$ cat src/rtl/mem_request_unit_if.sv
// Request-side bundle of the memory request unit: decoded controls and snoops in,
// fetch/data enables, SC status, link state, halt and stall count out.
interface mem_request_unit_if #(
    parameter int unsigned ADDR_W = 32,
    parameter int unsigned CNT_W  = 16
);
    logic              ihit;
    logic              dhit;
    logic              MemRead;
    logic              MemWrite;
    logic              datomic;
    logic              Halt;
    logic [ADDR_W-1:0] daddr;
    logic              snoop_inv;
    logic [ADDR_W-1:0] snoop_addr;

    logic              iREN;
    logic              dREN;
    logic              dWEN;
    logic              sc_done;
    logic              sc_result;
    logic              link_valid;
    logic              halt_out;
    logic [CNT_W-1:0]  stall_cnt;

    modport master (
        input  ihit, dhit, MemRead, MemWrite, datomic, Halt, daddr, snoop_inv, snoop_addr,
        output iREN, dREN, dWEN, sc_done, sc_result, link_valid, halt_out, stall_cnt
    );

    modport slave (
        output ihit, dhit, MemRead, MemWrite, datomic, Halt, daddr, snoop_inv, snoop_addr,
        input  iREN, dREN, dWEN, sc_done, sc_result, link_valid, halt_out, stall_cnt
    );
endinterface

$ cat src/rtl/mem_request_unit.sv
// Turns decoded load/store/atomic/halt controls into registered memory requests,
// tracks the LL/SC link register and counts data-stall cycles.
module mem_request_unit #(
    parameter int unsigned ADDR_W = 32,
    parameter int unsigned CNT_W  = 16
) (
    input  logic                CLK,
    input  logic                RST,
    mem_request_unit_if.master  bus
);

    typedef enum logic [1:0] {Run, DWait, Halted} state_t;

    state_t            stateQ, stateD;
    logic              reqReadQ, reqReadD;
    logic              reqLLQ, reqLLD;
    logic              reqSCQ, reqSCD;
    logic [ADDR_W-1:0] reqAddrQ, reqAddrD;
    logic              linkValidQ, linkValidD;
    logic [ADDR_W-1:0] linkAddrQ, linkAddrD;
    logic              scDoneQ, scDoneD;
    logic              scResultQ, scResultD;
    logic [CNT_W-1:0]  stallCntQ, stallCntD;
    logic              snoopHit;

    function automatic logic wordEq(input logic [ADDR_W-1:0] a, input logic [ADDR_W-1:0] b);
        return a[ADDR_W-1:2] == b[ADDR_W-1:2];
    endfunction

    assign snoopHit = bus.snoop_inv && wordEq(bus.snoop_addr, linkAddrQ);

    always_comb begin
        stateD     = stateQ;
        reqReadD   = reqReadQ;
        reqLLD     = reqLLQ;
        reqSCD     = reqSCQ;
        reqAddrD   = reqAddrQ;
        linkValidD = linkValidQ;
        linkAddrD  = linkAddrQ;
        scDoneD    = 1'b0;
        scResultD  = scResultQ;
        stallCntD  = stallCntQ;

        if (snoopHit) linkValidD = 1'b0;

        if ((bus.dREN || bus.dWEN) && !bus.dhit && stallCntQ != {CNT_W{1'b1}}) begin
            stallCntD = stallCntQ + {{(CNT_W-1){1'b0}}, 1'b1};
        end

        unique case (stateQ)
            Run: begin
                if (bus.ihit) begin
                    if (bus.Halt) begin
                        stateD = Halted;
                    end else if (bus.MemRead) begin
                        stateD   = DWait;
                        reqReadD = 1'b1;
                        reqLLD   = bus.datomic;
                        reqSCD   = 1'b0;
                        reqAddrD = bus.daddr;
                    end else if (bus.MemWrite) begin
                        if (!bus.datomic) begin
                            stateD   = DWait;
                            reqReadD = 1'b0;
                            reqLLD   = 1'b0;
                            reqSCD   = 1'b0;
                            reqAddrD = bus.daddr;
                        end else if (linkValidQ && !snoopHit && wordEq(linkAddrQ, bus.daddr)) begin
                            // Success is decided at issue and held until dhit.
                            stateD    = DWait;
                            reqReadD  = 1'b0;
                            reqLLD    = 1'b0;
                            reqSCD    = 1'b1;
                            reqAddrD  = bus.daddr;
                            scResultD = 1'b1;
                        end else begin
                            scDoneD = 1'b1;
                        end
                    end
                end
            end
            DWait: begin
                if (bus.dhit) begin
                    stateD    = Run;
                    scResultD = 1'b0;
                    if (reqSCQ || (!reqReadQ && wordEq(reqAddrQ, linkAddrQ))) begin
                        linkValidD = 1'b0;
                    end
                    // A completing LL overrides any clear of the old link this cycle.
                    if (reqReadQ && reqLLQ) begin
                        linkValidD = 1'b1;
                        linkAddrD  = reqAddrQ;
                    end
                end
            end
            Halted: ;
            default: stateD = Run;
        endcase
    end

    always_ff @(posedge CLK) begin
        if (RST) begin
            stateQ     <= Run;
            reqReadQ   <= 1'b0;
            reqLLQ     <= 1'b0;
            reqSCQ     <= 1'b0;
            reqAddrQ   <= '0;
            linkValidQ <= 1'b0;
            linkAddrQ  <= '0;
            scDoneQ    <= 1'b0;
            scResultQ  <= 1'b0;
            stallCntQ  <= '0;
        end else begin
            stateQ     <= stateD;
            reqReadQ   <= reqReadD;
            reqLLQ     <= reqLLD;
            reqSCQ     <= reqSCD;
            reqAddrQ   <= reqAddrD;
            linkValidQ <= linkValidD;
            linkAddrQ  <= linkAddrD;
            scDoneQ    <= scDoneD;
            scResultQ  <= scResultD;
            stallCntQ  <= stallCntD;
        end
    end

    assign bus.iREN       = (stateQ == Run);
    assign bus.dREN       = (stateQ == DWait) && reqReadQ;
    assign bus.dWEN       = (stateQ == DWait) && !reqReadQ;
    assign bus.halt_out   = (stateQ == Halted);
    assign bus.sc_done    = scDoneQ;
    assign bus.sc_result  = scResultQ;
    assign bus.link_valid = linkValidQ;
    assign bus.stall_cnt  = stallCntQ;

endmodule
$ cat src/flat_wrapper.sv
// flat-port wrapper written by rule: the top's interface ports become plain ports
module mem_request_unit_flat 
#(
    parameter int unsigned ADDR_W = 32,
    parameter int unsigned CNT_W  = 16
)
  (CLK, RST, bus_ihit, bus_dhit, bus_MemRead, bus_MemWrite, bus_datomic, bus_Halt, bus_daddr, bus_snoop_inv, bus_snoop_addr, bus_iREN, bus_dREN, bus_dWEN, bus_sc_done, bus_sc_result, bus_link_valid, bus_halt_out, bus_stall_cnt);
  mem_request_unit_if #(.ADDR_W(ADDR_W), .CNT_W(CNT_W)) bus_i ();
  input  logic CLK;
  input  logic RST;
  input wire logic [$bits(bus_i.ihit)-1:0] bus_ihit;
  input wire logic [$bits(bus_i.dhit)-1:0] bus_dhit;
  input wire logic [$bits(bus_i.MemRead)-1:0] bus_MemRead;
  input wire logic [$bits(bus_i.MemWrite)-1:0] bus_MemWrite;
  input wire logic [$bits(bus_i.datomic)-1:0] bus_datomic;
  input wire logic [$bits(bus_i.Halt)-1:0] bus_Halt;
  input wire logic [$bits(bus_i.daddr)-1:0] bus_daddr;
  input wire logic [$bits(bus_i.snoop_inv)-1:0] bus_snoop_inv;
  input wire logic [$bits(bus_i.snoop_addr)-1:0] bus_snoop_addr;
  output wire logic [$bits(bus_i.iREN)-1:0] bus_iREN;
  output wire logic [$bits(bus_i.dREN)-1:0] bus_dREN;
  output wire logic [$bits(bus_i.dWEN)-1:0] bus_dWEN;
  output wire logic [$bits(bus_i.sc_done)-1:0] bus_sc_done;
  output wire logic [$bits(bus_i.sc_result)-1:0] bus_sc_result;
  output wire logic [$bits(bus_i.link_valid)-1:0] bus_link_valid;
  output wire logic [$bits(bus_i.halt_out)-1:0] bus_halt_out;
  output wire logic [$bits(bus_i.stall_cnt)-1:0] bus_stall_cnt;
  assign bus_i.ihit = bus_ihit;
  assign bus_i.dhit = bus_dhit;
  assign bus_i.MemRead = bus_MemRead;
  assign bus_i.MemWrite = bus_MemWrite;
  assign bus_i.datomic = bus_datomic;
  assign bus_i.Halt = bus_Halt;
  assign bus_i.daddr = bus_daddr;
  assign bus_i.snoop_inv = bus_snoop_inv;
  assign bus_i.snoop_addr = bus_snoop_addr;
  assign bus_iREN = bus_i.iREN;
  assign bus_dREN = bus_i.dREN;
  assign bus_dWEN = bus_i.dWEN;
  assign bus_sc_done = bus_i.sc_done;
  assign bus_sc_result = bus_i.sc_result;
  assign bus_link_valid = bus_i.link_valid;
  assign bus_halt_out = bus_i.halt_out;
  assign bus_stall_cnt = bus_i.stall_cnt;
  mem_request_unit #(.ADDR_W(ADDR_W), .CNT_W(CNT_W)) u_core (.CLK(CLK), .RST(RST), .bus(bus_i));
endmodule
$ cat config.mk
export PLATFORM = sky130hd
export DESIGN_NAME = mem_request_unit_flat
export DESIGN_NICKNAME = d
export VERILOG_FILES = /design/src/rtl/mem_request_unit_if.sv /design/src/rtl/mem_request_unit.sv /design/src/flat_wrapper.sv
export SDC_FILE = /design/constraint.sdc
export NUM_CORES = 1
export LEC_CHECK = 0
export ABC_AREA = 0
export BUFFER_PORTS_ARGS = -buffer_cell sky130_fd_sc_hd__buf_2
export CAP_MARGIN = 20
export CORE_ASPECT_RATIO = 0.75
export CORE_MARGIN = 5
export CORE_UTILIZATION = 50
export CTS_CLUSTER_SIZE = 24
export DETAILED_ROUTE_END_ITERATION = 16
export PLACE_DENSITY = 0.84
export SLEW_MARGIN = 5
export SYNTH_ARGS = -nofsm -noshare
export SYNTH_HDL_FRONTEND = slang
export SYNTH_SLANG_ARGS = --single-unit
export TNS_END_PERCENT = 1
$ cat constraint.sdc
create_clock -name CLK -period 1.9 [get_ports CLK]
set_input_delay 0.095 -clock CLK [delete_from_list [all_inputs] [get_ports CLK]]
set_output_delay 0.095 -clock CLK [all_outputs]
set_load 0.02 [all_outputs]
# After elaboration in Yosys (flattened, before gate mapping)
# Index checks and enable logic that the tools add are counted.
# W data, S select, Z words.
[word_totals] output_inout_bits=23 reg_bits=88
[op_classes] bitwise=6 reduce_logical=22 eq_ne=16 n_mux=34 addsub=1
[op_table] cell="$mux W32" count=4
[op_table] cell="$eq A30 B30 Y1" count=3
[op_table] cell="$mux W1" count=21
[op_table] cell="$add A16 B1 Y16 const B" count=1
[op_table] cell="$ne A16 B16 Y1 const B" count=1
[op_table] cell="$mux W2" count=7
[op_table] cell="$ne A2 B2 Y1 const B" count=6
[op_table] cell="$reduce_and A5 Y1" count=2
[op_table] cell="$logic_and A1 B1 Y1" count=9
[op_table] cell="$reduce_and A8 Y1" count=1
[op_table] cell="$reduce_or A7 Y1" count=1
[op_table] cell="$not A1 Y1" count=6
[op_table] cell="$pmux W2 S3" count=1
[op_table] cell="$ne A5 B4 Y1 const B" count=1
[op_table] cell="$ne A4 B4 Y1 const B" count=1
[op_table] cell="$reduce_bool A2 Y1" count=2
[op_table] cell="$logic_not A1 Y1" count=3
[op_table] cell="$ne A3 B2 Y1 const B" count=1
[op_table] cell="$reduce_and A3 Y1" count=1
[op_table] cell="$eq A2 B1 Y1 const B" count=1
[op_table] cell="$eq A2 B2 Y1 const B" count=1
[op_table] cell="$logic_not A2 Y1" count=1
[op_table] cell="$logic_or A1 B1 Y1" count=2
[op_table] cell="$ne A2 B1 Y1 const B" count=1
[op_table] cell="$pmux W1 S2" count=1

# Logic depth before layout (Yosys ltp)
[depth] word_depth=12 mapped_depth=9

# Worst setup path before layout
# Ideal clock, no wire load.
[synth_path] kind="reg-to-reg" startpoint="reg u_core.linkAddrQ[5]" endpoint="reg u_core.reqAddrQ[27]" setup_ns=0.065 arrival_ns=2.055 n_path_buf=1 path_stages_with_launch=8 setup_slack_ns=-0.220 period_less_slack_ns=2.120 path_cell_list="dfxtp_1 > xnor2_1 > nand4_1 > or4_4 > o211ai_4 > buf_6 > mux2_4 > nor2_1"
[synth_between] elab_chain_cells=7 word_cells_on_any_way=8 cone_classes="eq/ne: 3; reduce/logical: 5"
[synth_rtl] element="start, declared" line_no="mem_request_unit.sv:20" source="logic [ADDR_W-1:0] linkAddrQ, linkAddrD;"
[synth_rtl] element="start signal, assigned" line_no="mem_request_unit.sv:120" source="linkAddrQ <= linkAddrD;"
[synth_rtl] element="$eq A30 B30 Y1" line_no="mem_request_unit.sv:27" source="return a[ADDR_W-1:2] == b[ADDR_W-1:2];"
[synth_rtl] element="$logic_and A1 B1 Y1" line_no="mem_request_unit.sv:30" source="assign snoopHit = bus.snoop_inv && wordEq(bus.snoop_addr, linkAddrQ);"
[synth_rtl] element="$logic_not A1 Y1" line_no="mem_request_unit.sv:68" source="end else if (linkValidQ && !snoopHit && wordEq(linkAddrQ, bus.daddr)) begin"
[synth_rtl] element="$logic_and A1 B1 Y1" line_no="mem_request_unit.sv:68"
[synth_rtl] element="$logic_and A1 B1 Y1 *" line_no="mem_request_unit.sv:68"
[synth_rtl] element="$ne A3 B2 Y1 (no source line) *"
[synth_rtl] element="$reduce_and A5 Y1 (no source line) *"
[synth_rtl] element="end signal, assigned" line_no="mem_request_unit.sv:118" source="reqAddrQ <= reqAddrD;"
[synth_rtl] element="end, declared" line_no="mem_request_unit.sv:18" source="logic [ADDR_W-1:0] reqAddrQ, reqAddrD;"
# Mark *: on every way between the ends. The rest lies on a longest branch, timed or not.
# A chain may end at the register's enable or synchronous reset.

# Final worst setup path
[layout_path] startpoint="reg u_core.linkAddrQ[11]" endpoint="reg u_core.reqAddrQ[9]"
# Same word-level chain as after synthesis.

==> metrics.txt <==
status=finished, violations left; failing checks=setup timing; vias in the first global route=4650; Synth Register Bits=between 80 and 90; Placement Rows=31; Max IR drop VDD=around 560 uV; Leak Pwr=2.79 nW; fin crit period=2.22 ns; critical path launch point type=flip-flop; total CTS buffers=9; CTS tree=built; synthesis-to-finish area growth=30.4%; clock root cell=clkbuf_16; syn_area_per_cell=8.90 um^2; Clk Latency, worst-skew pair=0.35 ns; FF-to-FF Start=u_core.linkAddrQ[11]; share of cells above drive strength 1=0.351; Max Clk Rate=0.451 GHz; post-synthesis cell type count=38; First-pass DRT Iterations=5; sequential fraction of the synthesis area=0.342; Yosys top cell by area=dfxtp_1; Min-Delay Path Class=in2reg; # H-tree levels=3; Die Y-Extent=approximately 96 um; Hold Violations, Final=0; Hold Startpoint=bus_MemWrite; Tcrit/Tclk final=1.17; drt wl/cell=18.2 um; Max Cap Viol=0; first-pass GRT wire length=between 20000 and 25000 um; Vias=around 4600; Slew Viols, Final=0; Clock Skew=between 0.008 and 0.009 ns; worst setup path startpoint=u_core.linkAddrQ[11]; antenna cells=0; Slew HR=0.631; final net count=approximately 760; Total Wirelength=approximately 15000 um; critical path required time=roughly 2.2 ns; GRT Total Usage=0.247; antenna-violating nets left=0; top cells by count, synth=84 x dfxtp_1, 69 x nand2_1, 63 x xnor2_1; # IOs=96; fraction of registers with async set/reset=0; Overflow after GRT=0; Worst Setup Path Type=reg2reg; Pwr Total=0.00429 W; deepest clock path buffer count=2; Area contributors post-synth=dfxtp_1 34%, mux2i_1 13%, xnor2_1 11%; Synth Net Count=~630; worst setup margin=-0.315 ns; Via-to-Cell Ratio=between 5 and 6; antenna violations before repair=0; initial drt markers=519; CP arrival=2.49 ns; gpl congestion=around 0.91; Post-synth EDFFs=0; most frequent cell after synthesis=dfxtp_1; Post-Syn Instances=552; ys flop type=dfxtp_1; Final Instance Count excl. Fillers=roughly 820; DRC Markers=0; post-layout util=0.666; Post-Syn Area=~4900 um^2; CTS clk-pin slew, worst paths=about 0.07 ns; Ys Warns=0; hold_buf cts=0; core area=9620 um^2; Power Density=roughly 670 nW/um^2; post-synth top area share=0.342; largest net degree at the start of global routing=52; port bufs=roughly 90; RSZ-0062 raised after global routing=true; worst-margin pin slew=0.553 ns; dpl cells=approximately 800; worst-path maximum fanout=18; final setup violation count=37; initial core utilization=0.511; clock sinks=84; post-DP HPWL=approximately 11000 um; Die X=around 120 um; CP endpoint kind=flip-flop; die area=about 12000 um^2
critical path: stages (launching register included):
cell and delay, ns:
dfxtp_2 0.34, xnor2_2 0.18, nand4_1 0.12, or4_4 0.55, o211ai_4 0.24, buf_12 0.21, mux2_2 0.38, nor2_2 0.12
cells by family after synthesis:
kind of cell    share of synthesized area
compound gates                     0.0565
xor+xnor                            0.185
fa+ha+maj                         0.00255
buf+inv                            0.0298
flops                               0.342
mux                                 0.205
simple gates                        0.179
per-stage QoR:
stage / hold WS [ns] / worst slack [ns] / cell area (um^2) / setup TNS [ns]
after floorplan: 0.247 / -0.144 / 4930 / -4.50
after detailed placement: 0.381 / -0.278 / 5900 / -7.73
final: 0.0217 / -0.315 / 6410 / -7.35
after CTS: 0.0142 / -0.256 / 6320 / -6.84
after global placement: 0.377 / -0.204 / 5900 / -5.62
after global routing: 0.0227 / -0.384 / 6410 / -10.63
routing by layer:
layer / track usage / vias to the layer above / part of all wire
met5: 0 / - / 0
met4: 0.0821 / 0 / 0.022
met3: 0.0837 / 37 / 0.084
met2: 0.406 / 202 / 0.46
met1: 0.308 / 2220 / 0.43
li1: - / 2155 / -
state kept, by name (all words and copies together), names as in the netlist:
name and count:
u_core.bus.link_valid 1, u_core.bus.sc_done 1, u_core.bus.sc_result 1, u_core.bus.stall_cnt 16, u_core.linkAddrQ 30, u_core.reqAddrQ 30
u_core.reqLLQ 1, u_core.reqReadQ 1, u_core.reqSCQ 1, u_core.stateQ 2
repair_timing:
item | 4_1_cts | 5_1_grt
endpoints found under the hold margin | 0 | 0
pin swaps | 4 | 2
setup endpoints to repair | 37 | 51
buffers inserted | 1 | 0
resized for setup | 18 | 20
where the power goes:
| part | switching (W) | internal [W] | total (W) |
|---|---|---|---|
| combinational | 0.000289 | 0.000272 | 0.000561 |
| clock | 0.000743 | 0.00115 | 0.00189 |
| sequential | 0.0000426 | 0.00179 | 0.00184 |
| total | 0.00107 | 0.00322 | 0.00429 |
final cells by class:
| type | count | area [um^2] |
|---|---|---|
| Clock buffer | 10 | 229 |
| Fill cell | 744 | 3210 |
| Timing Repair Buffer | 150 | 956 |
| Sequential cell | 84 | 1700 |
| Inverter | 3 | 11.3 |
| Tap cell | 132 | 165 |
| Multi-Input combinational cell | 437 | 3260 |
| Clock inverter | 6 | 88.8 |
cell usage in the layout, fill, tap and decap left out, types with 4 or more instances in the layout:
master and instances:
buf_2 91, nand2_1 69, dfxtp_1 66, mux2i_1 62, nor2_1 54, buf_4 53
xnor2_1 51, xor2_1 41, a21oi_1 34, nand4_1 23, dfxtp_2 18, mux2_2 16
mux2_4 15, xnor2_2 12, nand3_1 9, clkbuf_16 9, nor2b_1 5, nor4_1 5
nor4_2 5, nor3_1 5, buf_12 4
worst paths after layout:
path / to / cells after the start / slack (ns)
setup / recovery: u_core.reqAddrQ[9] / 7 / -0.32
hold / removal: u_core.bus.sc_done / 3 / 0.02
setup reg to reg: u_core.reqAddrQ[9] / 7 / -0.32
hold reg to reg: u_core.bus.sc_result / 1 / 0.47
Power figures use the tool's default switching activity.
